File: config.mk
export PLATFORM = sky130hd
export DESIGN_NAME = obi_master_adapter_flat
export DESIGN_NICKNAME = d
export VERILOG_FILES = /design/src/rtl/obi_master_adapter_if.sv /design/src/rtl/obi_master_adapter.sv /design/src/flat_wrapper.sv
export SDC_FILE = /design/constraint.sdc
export NUM_CORES = 1
export LEC_CHECK = 0
export BUFFER_PORTS_ARGS = -buffer_cell sky130_fd_sc_hd__buf_4
export CAP_MARGIN = 30
export CELL_PAD_IN_SITES_DETAIL_PLACEMENT = 2
export CELL_PAD_IN_SITES_GLOBAL_PLACEMENT = 2
export CORE_UTILIZATION = 28
export CTS_BUF_LIST = sky130_fd_sc_hd__clkbuf_2 sky130_fd_sc_hd__clkbuf_4 sky130_fd_sc_hd__clkbuf_8
export DETAILED_ROUTE_END_ITERATION = 8
export PLACE_DENSITY = 0.92
export SYNTH_ARGS = -nofsm -noshare
export SYNTH_HDL_FRONTEND = slang
export SYNTH_SLANG_ARGS = --single-unit
File: constraint.sdc
create_clock -name clk_i -period 4.9 [get_ports clk_i]
set_clock_uncertainty 0.1 [all_clocks]
set_input_delay 0.98 -clock clk_i [delete_from_list [all_inputs] [get_ports clk_i]]
set_output_delay 0.98 -clock clk_i [all_outputs]
set_load 0.05 [all_outputs]
File: src/rtl/obi_master_adapter_if.sv
// obi_master_adapter_if: word request and read response streams between the serializer and the OBI adapter.
interface VX_mem_req_if #(
    parameter int ADDR_WIDTH = 32,
    parameter int DATA_WIDTH = 32,
    parameter int TAG_WIDTH  = 1
);
    logic                  valid;
    logic                  ready;
    logic                  rw;
    logic [3:0]            byteen;
    logic [ADDR_WIDTH-1:0] addr;
    logic [DATA_WIDTH-1:0] data;
    logic [TAG_WIDTH-1:0]  tag;

    modport master (output valid, rw, byteen, addr, data, tag, input ready);
    modport slave  (input valid, rw, byteen, addr, data, tag, output ready);
endinterface

interface VX_mem_rsp_if #(
    parameter int DATA_WIDTH = 32,
    parameter int TAG_WIDTH  = 1
);
    logic                  valid;
    logic                  ready;
    logic [DATA_WIDTH-1:0] data;
    logic [TAG_WIDTH-1:0]  tag;

    modport master (output valid, data, tag, input ready);
    modport slave  (input valid, data, tag, output ready);
endinterface

File: src/rtl/obi_master_adapter.sv
// obi_master_adapter: credit-limited OBI master that returns tagged read data and retires writes silently.
module obi_master_adapter #(
    parameter int ADDR_WIDTH_BIT  = 32,
    parameter int DATA_WIDTH_BIT  = 32,
    parameter int TAG_WIDTH_BIT   = 1,
    parameter int MAX_OUTSTANDING = 2
) (
    input  logic                      clk_i,
    input  logic                      rst_i,
    VX_mem_req_if.slave               in_mem_req,
    VX_mem_rsp_if.master              in_mem_rsp,
    output logic                      obi_req_o,
    input  logic                      obi_gnt_i,
    output logic [ADDR_WIDTH_BIT-1:0] obi_addr_o,
    output logic                      obi_we_o,
    output logic [3:0]                obi_be_o,
    output logic [DATA_WIDTH_BIT-1:0] obi_wdata_o,
    input  logic                      obi_rvalid_i,
    input  logic [DATA_WIDTH_BIT-1:0] obi_rdata_i,
    output logic                      protocol_err_o
);
    localparam int CW = $clog2(MAX_OUTSTANDING + 1);
    localparam int IW = MAX_OUTSTANDING > 1 ? $clog2(MAX_OUTSTANDING) : 1;
    localparam logic [IW-1:0] LAST = IW'(MAX_OUTSTANDING - 1);
    localparam logic [CW-1:0] MAX = CW'(MAX_OUTSTANDING);

    typedef struct packed {
        logic                     rw;
        logic [TAG_WIDTH_BIT-1:0] tag;
    } tag_ent_t;

    typedef struct packed {
        logic [DATA_WIDTH_BIT-1:0] data;
        logic [TAG_WIDTH_BIT-1:0]  tag;
    } rsp_ent_t;

    logic [CW-1:0] pending, tag_cnt, rsp_cnt;
    logic [IW-1:0] tag_wp, tag_rp, rsp_wp, rsp_rp;
    tag_ent_t      tag_mem [MAX_OUTSTANDING];
    rsp_ent_t      rsp_mem [MAX_OUTSTANDING];
    tag_ent_t      head;
    logic          credit_ok, gnt_hs, rv_ok, rsp_push, wr_ret, rsp_hs;

    function automatic logic [IW-1:0] nxt(input logic [IW-1:0] p);
        return p == LAST ? '0 : p + IW'(1);
    endfunction

    assign credit_ok        = pending < MAX;
    assign obi_req_o        = in_mem_req.valid && credit_ok;
    assign in_mem_req.ready = obi_gnt_i && credit_ok;
    assign obi_addr_o       = in_mem_req.addr;
    assign obi_we_o         = in_mem_req.rw;
    assign obi_be_o         = in_mem_req.byteen;
    assign obi_wdata_o      = in_mem_req.data;
    assign gnt_hs           = obi_req_o && obi_gnt_i;

    // An rvalid with nothing tracked is ignored; it only raises the error flag.
    assign head     = tag_mem[tag_rp];
    assign rv_ok    = obi_rvalid_i && tag_cnt != '0;
    assign rsp_push = rv_ok && !head.rw;
    assign wr_ret   = rv_ok && head.rw;

    assign in_mem_rsp.valid = rsp_cnt != '0;
    assign in_mem_rsp.data  = rsp_mem[rsp_rp].data;
    assign in_mem_rsp.tag   = rsp_mem[rsp_rp].tag;
    assign rsp_hs           = in_mem_rsp.valid && in_mem_rsp.ready;

    always_ff @(posedge clk_i) begin
        if (rst_i) begin
            pending        <= '0;
            tag_cnt        <= '0;
            rsp_cnt        <= '0;
            tag_wp         <= '0;
            tag_rp         <= '0;
            rsp_wp         <= '0;
            rsp_rp         <= '0;
            protocol_err_o <= 1'b0;
        end else begin
            pending <= pending + CW'(gnt_hs) - CW'(wr_ret) - CW'(rsp_hs);
            tag_cnt <= tag_cnt + CW'(gnt_hs) - CW'(rv_ok);
            rsp_cnt <= rsp_cnt + CW'(rsp_push) - CW'(rsp_hs);
            if (gnt_hs) tag_wp <= nxt(tag_wp);
            if (rv_ok) tag_rp <= nxt(tag_rp);
            if (rsp_push) rsp_wp <= nxt(rsp_wp);
            if (rsp_hs) rsp_rp <= nxt(rsp_rp);
            if (obi_rvalid_i && tag_cnt == '0) protocol_err_o <= 1'b1;
        end
    end

    always_ff @(posedge clk_i) begin
        if (gnt_hs) tag_mem[tag_wp] <= '{rw: in_mem_req.rw, tag: in_mem_req.tag};
        if (rsp_push) rsp_mem[rsp_wp] <= '{data: obi_rdata_i, tag: head.tag};
    end
endmodule
File: src/flat_wrapper.sv
// flat-port wrapper written by rule: the top's interface ports become plain ports
module obi_master_adapter_flat 
#(
    parameter int ADDR_WIDTH_BIT  = 32,
    parameter int DATA_WIDTH_BIT  = 32,
    parameter int TAG_WIDTH_BIT   = 1,
    parameter int MAX_OUTSTANDING = 2
)
  (clk_i, rst_i, obi_req_o, obi_gnt_i, obi_addr_o, obi_we_o, obi_be_o, obi_wdata_o, obi_rvalid_i, obi_rdata_i, protocol_err_o, in_mem_req_valid, in_mem_req_rw, in_mem_req_byteen, in_mem_req_addr, in_mem_req_data, in_mem_req_tag, in_mem_req_ready, in_mem_rsp_valid, in_mem_rsp_data, in_mem_rsp_tag, in_mem_rsp_ready);
  VX_mem_req_if in_mem_req_i ();
  VX_mem_rsp_if in_mem_rsp_i ();
  input  logic clk_i;
  input  logic rst_i;
  output logic obi_req_o;
  input  logic obi_gnt_i;
  output logic [ADDR_WIDTH_BIT-1:0] obi_addr_o;
  output logic obi_we_o;
  output logic [3:0] obi_be_o;
  output logic [DATA_WIDTH_BIT-1:0] obi_wdata_o;
  input  logic obi_rvalid_i;
  input  logic [DATA_WIDTH_BIT-1:0] obi_rdata_i;
  output logic protocol_err_o;
  input wire logic [$bits(in_mem_req_i.valid)-1:0] in_mem_req_valid;
  input wire logic [$bits(in_mem_req_i.rw)-1:0] in_mem_req_rw;
  input wire logic [$bits(in_mem_req_i.byteen)-1:0] in_mem_req_byteen;
  input wire logic [$bits(in_mem_req_i.addr)-1:0] in_mem_req_addr;
  input wire logic [$bits(in_mem_req_i.data)-1:0] in_mem_req_data;
  input wire logic [$bits(in_mem_req_i.tag)-1:0] in_mem_req_tag;
  output wire logic [$bits(in_mem_req_i.ready)-1:0] in_mem_req_ready;
  output wire logic [$bits(in_mem_rsp_i.valid)-1:0] in_mem_rsp_valid;
  output wire logic [$bits(in_mem_rsp_i.data)-1:0] in_mem_rsp_data;
  output wire logic [$bits(in_mem_rsp_i.tag)-1:0] in_mem_rsp_tag;
  input wire logic [$bits(in_mem_rsp_i.ready)-1:0] in_mem_rsp_ready;
  assign in_mem_req_i.valid = in_mem_req_valid;
  assign in_mem_req_i.rw = in_mem_req_rw;
  assign in_mem_req_i.byteen = in_mem_req_byteen;
  assign in_mem_req_i.addr = in_mem_req_addr;
  assign in_mem_req_i.data = in_mem_req_data;
  assign in_mem_req_i.tag = in_mem_req_tag;
  assign in_mem_req_ready = in_mem_req_i.ready;
  assign in_mem_rsp_valid = in_mem_rsp_i.valid;
  assign in_mem_rsp_data = in_mem_rsp_i.data;
  assign in_mem_rsp_tag = in_mem_rsp_i.tag;
  assign in_mem_rsp_i.ready = in_mem_rsp_ready;
  obi_master_adapter #(.ADDR_WIDTH_BIT(ADDR_WIDTH_BIT), .DATA_WIDTH_BIT(DATA_WIDTH_BIT), .TAG_WIDTH_BIT(TAG_WIDTH_BIT), .MAX_OUTSTANDING(MAX_OUTSTANDING)) u_core (.clk_i(clk_i), .rst_i(rst_i), .in_mem_req(in_mem_req_i), .in_mem_rsp(in_mem_rsp_i), .obi_req_o(obi_req_o), .obi_gnt_i(obi_gnt_i), .obi_addr_o(obi_addr_o), .obi_we_o(obi_we_o), .obi_be_o(obi_be_o), .obi_wdata_o(obi_wdata_o), .obi_rvalid_i(obi_rvalid_i), .obi_rdata_i(obi_rdata_i), .protocol_err_o(protocol_err_o));
endmodule
---- After elaboration in Yosys (flattened, before gate mapping) ----
Memory sizes are Yosys's and may differ from the RTL's. A register that Yosys moved wholly into a read port is not among the register bits.
Cells that the tools add are included.
storage, ports and cells
  bits of input ports ..................... 108
  logic and storage cells ................. 46
  register bits after elaboration ......... 11
  memories kept ........................... 2
  RAM bits ................................ 70
memory list
  memory          depth  bits a word  read ports  clocked after Yosys merged registers in  write ports  line                      RTL
  u_core.rsp_mem  2      33           1           1                                        1            obi_master_adapter.sv:40  rsp_ent_t rsp_mem [MAX_OUTSTANDING];
  u_core.tag_mem  2      2            1           1                                        1            obi_master_adapter.sv:39  tag_ent_t tag_mem [MAX_OUTSTANDING];
cells by class
  $lt $le $gt $ge ......................... 1
  add/subtract/negate cells ............... 11
  reduce and logical (&&, ||, !) cells .... 12
  multiplexer cells ....................... 12
operators by type and width
  kind                   count
  $mux W1                12
  $logic_and A1 B1 Y1    8
  $sub A2 B1 Y2          4
  $add A2 B1 Y2          3
  $add A1 B1 Y1 const B  4
  $reduce_bool A2 Y1     2
  $logic_not A2 Y1       1
  $lt A2 B2 Y1 const B   1
  $logic_not A1 Y1       1

---- Depth between registers and ports, before layout ----
  depth after elaboration ................. 6
  depth in mapped cells ................... 8

---- Worst setup path before layout ----
OpenSTA, ideal clock, no wires.
  kind .................................... in2reg
  start ................................... input port obi_rvalid_i
  end ..................................... memory u_core.rsp_mem[0][0] in the netlist's numbering, enable pin
  path slack .............................. 0.980 ns
  path buffers ............................ 0
  data arrival time ....................... 3.355 ns
  setup time .............................. 0.464 ns
  data required time ...................... 4.336 ns
  cell stages on the path ................. 2
  cell sequence ........................... o21ai_4 -> nor3_1
on the way
  cells in the longest elaborated chain, start to end .. 4
RTL lines
  what                           line                      RTL
  start: declaration             flat_wrapper.sv:20        input logic obi_rvalid_i;
  $logic_and A1 B1 Y1            obi_master_adapter.sv:59  assign rv_ok = obi_rvalid_i && tag_cnt != '0;
  $logic_and A1 B1 Y1            obi_master_adapter.sv:60  assign rsp_push = rv_ok && !head.rw;
  $mux W1                        obi_master_adapter.sv:92  if (rsp_push) rsp_mem[rsp_wp] <= '{data: obi_rdata_i, tag: head.tag};
  $mux W1 (not written as such)  obi_master_adapter.sv:92
  end: declaration               obi_master_adapter.sv:40
Every way passes these cells.

==> flow_summary_export.csv <==
group,metric,value,unit
clocking,h-tree-depth,3,
global_route,grt_max_degree,34,
floorplanning,dieArea,13600,µm²
setup_path,setup.worst_path.end_class,"output pin",
finish,diodes,0,
placement,hpwlAfterDp,5340,µm
logic_synthesis,synth_seq_area_share,64.3,%
finish,fin_nets,376,
setup_path,timing.critical_path.required,3.82,ns
setup_path,worstPathMaxFanout,30,
floorplanning,fp.coreArea,12700,µm²
detailed_routing,routedWlPerCell,16.6,µm
logic_synthesis,yosys_register_bits,83,
global_route,grt.busiest_layer,"met2",
sta,setup_viol,0,
logic_synthesis,syn_area,3670,µm²
clocking,postCtsHoldBufs,0,
finish,multi_input_area,741,µm²
setup_path,crit_chain,"buf_4 -> mux2_2 -> buf_4",
clocking,cts-buffers-inserted,9,
detailed_routing,initialDrtViolationCount,39,
sta,slew_violations,0,
finish,area_delta_synth_final,14.0,%
finish,fillers,1360,
power,ir_worst_vdd,0.117,mV
global_route,grt_first_pass_wirelength,10600,µm
finish,register_area,2360,µm²
global_route,gr-usage-met3,5.40,%
detailed_routing,drt-total-wl,7310,µm
sta,layout_min_cycle_time,2.85,ns
clocking,root_buffer,"clkbuf_8",
clocking,cts.sinks,83,
clocking,worstSkewPairLatency,0.34,ns
setup_path,r2r_slack,2.85,ns
logic_synthesis,synthesis.nets,359,
power,pwr_density_cell,560,nW/µm²
logic_synthesis,syn_inst,245,
floorplanning,die_x,117,µm
sta,hold_viol,0,
sta,tightest_slew,0.860,ns
global_route,grt_use_met2,20.7,%
setup_path,start_kind,"register",
placement,gp_congestion,0.656,
sta,setup_ws,2.05,ns
clocking,cts_setup_buffers,0,
status,status,"finished clean",
sta,rsz0062_at_grt,"false",
placement,pre_cts_ws,2.26,ns
clocking,clk_pin_slew,0.08,ns
clocking,cts_resized,0,
logic_synthesis,ys_warn_count,0,
detailed_routing,vias,1797,
floorplanning,start_util,28.9,%
detailed_routing,post-route-drc-count,0,
logic_synthesis,syn_avg_cell_area,15.0,µm²
setup_path,worst_path_largest_cell_delay,0.41,ns
finish,layout-drive-gt1-share,50.9,%
global_route,grt_usage,11.0,%
clocking,clockBufferDepth,2,
finish,mostFrequentLayoutCell,"buf_4",
setup_path,path_class,"reg2out",
sta,maxSlewHeadroom,42.6,%
global_route,antenna_found_initial,0,
clocking,cts_tree,"built",
sta,finalCritPeriodShare,58.1,%
sta,fmax,351,MHz
finish,layout_common_cells,"79 x buf_4, 70 x edfxtp_1, 34 x mux2_2, 13 x dfxtp_1, 12 x nor2_1",
setup_path,cp_slowest_cell,"dfxtp_1",
setup_path,arrival,1.77,ns
detailed_routing,final_antenna_net_count,0,
logic_synthesis,ys_types,25,
sta,setup_tns,0,ns
global_route,grt_overflow,0,
power,leakagePower,1.58,nW
floorplanning,row_count,41,
placement,port_buffers,77,
setup_path,crit_top_cell,"buf_4",
global_route,use_met1,9.98,%
floorplanning,die_y,117,µm
worst_hold_path,min_path_type,"reg2reg",
floorplanning,io_pins,214,
global_route,grt_pass1_vias,2042,
detailed_routing,routed_via_density,4.09,
detailed_routing,detail_route.first_pass.iterations,3,
flow_run,maxCapViolCount,0,
## area by class of cell
class                           count  area share (%)
Clock buffer                        9            2.96
Inverter                            7           0.627
Sequential cell                    83            56.4
Timing Repair Buffer               80            14.4
Tap cell                          172            5.14
Clock inverter                      7            2.75
Multi-Input combinational cell     81            17.7
## path summary, 6_finish.rpt
| path | endpoint | from | cells after the start |
|---|---|---|---|
| worst max-delay path | in_mem_rsp_data[13] | register | 3 |
| worst min-delay path | u_core.protocol_err_o$_SDFFE_PP0P_ | u_core.protocol_err_o$_SDFFE_PP0P_ | 2 |
| worst max register to register | u_core.rsp_mem[1][27]$_DFFE_PP_ | register | 3 |
| worst min register to register | u_core.protocol_err_o$_SDFFE_PP0P_ | u_core.protocol_err_o$_SDFFE_PP0P_ | 2 |
## worst max-delay path: cells and delay by family (launching register included)
kind                   cells  cell delay (ns)
DFF                        1             0.41
buffers and inverters      2             0.60
muxes                      1             0.40
## metrics by stage
step / hold slack [ns] / std cells / power, mW / util (%) / area (µm²)
global placement: 0.360 / 422 / 1.77 / 31.0 / 3940
floorplan: 0.372 / 245 / 1.70 / - / 3670
global route: 0.431 / 439 / 2.47 / 32.9 / 4190
finish: 0.397 / 439 / 2.35 / 32.9 / 4190
detailed placement: 0.381 / 423 / 1.80 / 31.0 / 3950
CTS: 0.406 / 439 / 2.39 / 32.9 / 4190
## registers in the layout, summed over array words and instances, names as in the netlist, named ones only
register               count
u_core.tag_mem             4
u_core.tag_cnt             2
u_core.protocol_err_o      1
u_core.rsp_cnt             2
u_core.rsp_rp              1
u_core.tag_wp              1
u_core.pending             2
u_core.tag_rp              1
u_core.rsp_wp              1
u_core.rsp_mem            66
## report_power, final
group | total (mW) | switching (mW) | internal, mW
logic | 0.860 | 0.549 | 0.312
registers | 0.909 | 0.0446 | 0.864
clock network | 0.577 | 0.240 | 0.338
## cell families (layout without fill, tap and decap cells)
group,after synthesis,after routing,synth area share [%]
xor+xnor,7,7,1.67
buf+inv,81,103,15.7
flops,83,83,64.3
simple gates,29,29,4.16
compound gates,3,3,0.715
mux,36,36,11.2
fa+ha+maj,6,6,2.25
## synthesized netlist by cell type
master	n	area share, %
buf_4	72	15
edfxtp_1	70	57
mux2_2	34	10
dfxtp_1	13	7.1
nor2_1	12	1.2
inv_1	7	0.72
nor2b_1	6	1.0
ha_1	5	1.7
xor2_1	4	0.95
nor3_1	3	0.41
xnor2_1	3	0.72
and2_1	2	0.34
mux2_4	2	0.82
a21oi_1	1	0.14
and2_2	1	0.20
and3_1	1	0.17
buf_2	1	0.14
clkbuf_1	1	0.10
fa_1	1	0.54
nand2_1	1	0.10
nand3b_1	1	0.20
nor2_4	1	0.31
o21ai_1	1	0.14
o21ai_4	1	0.44
or2_2	1	0.17
## routing by layer
layer,vias up,part of all wire [%]
met1,884,34
met5,-,0
met3,19,9.5
met2,84,54
li1,810,-
met4,0,1.8
Power figures use the tool's default switching activity.
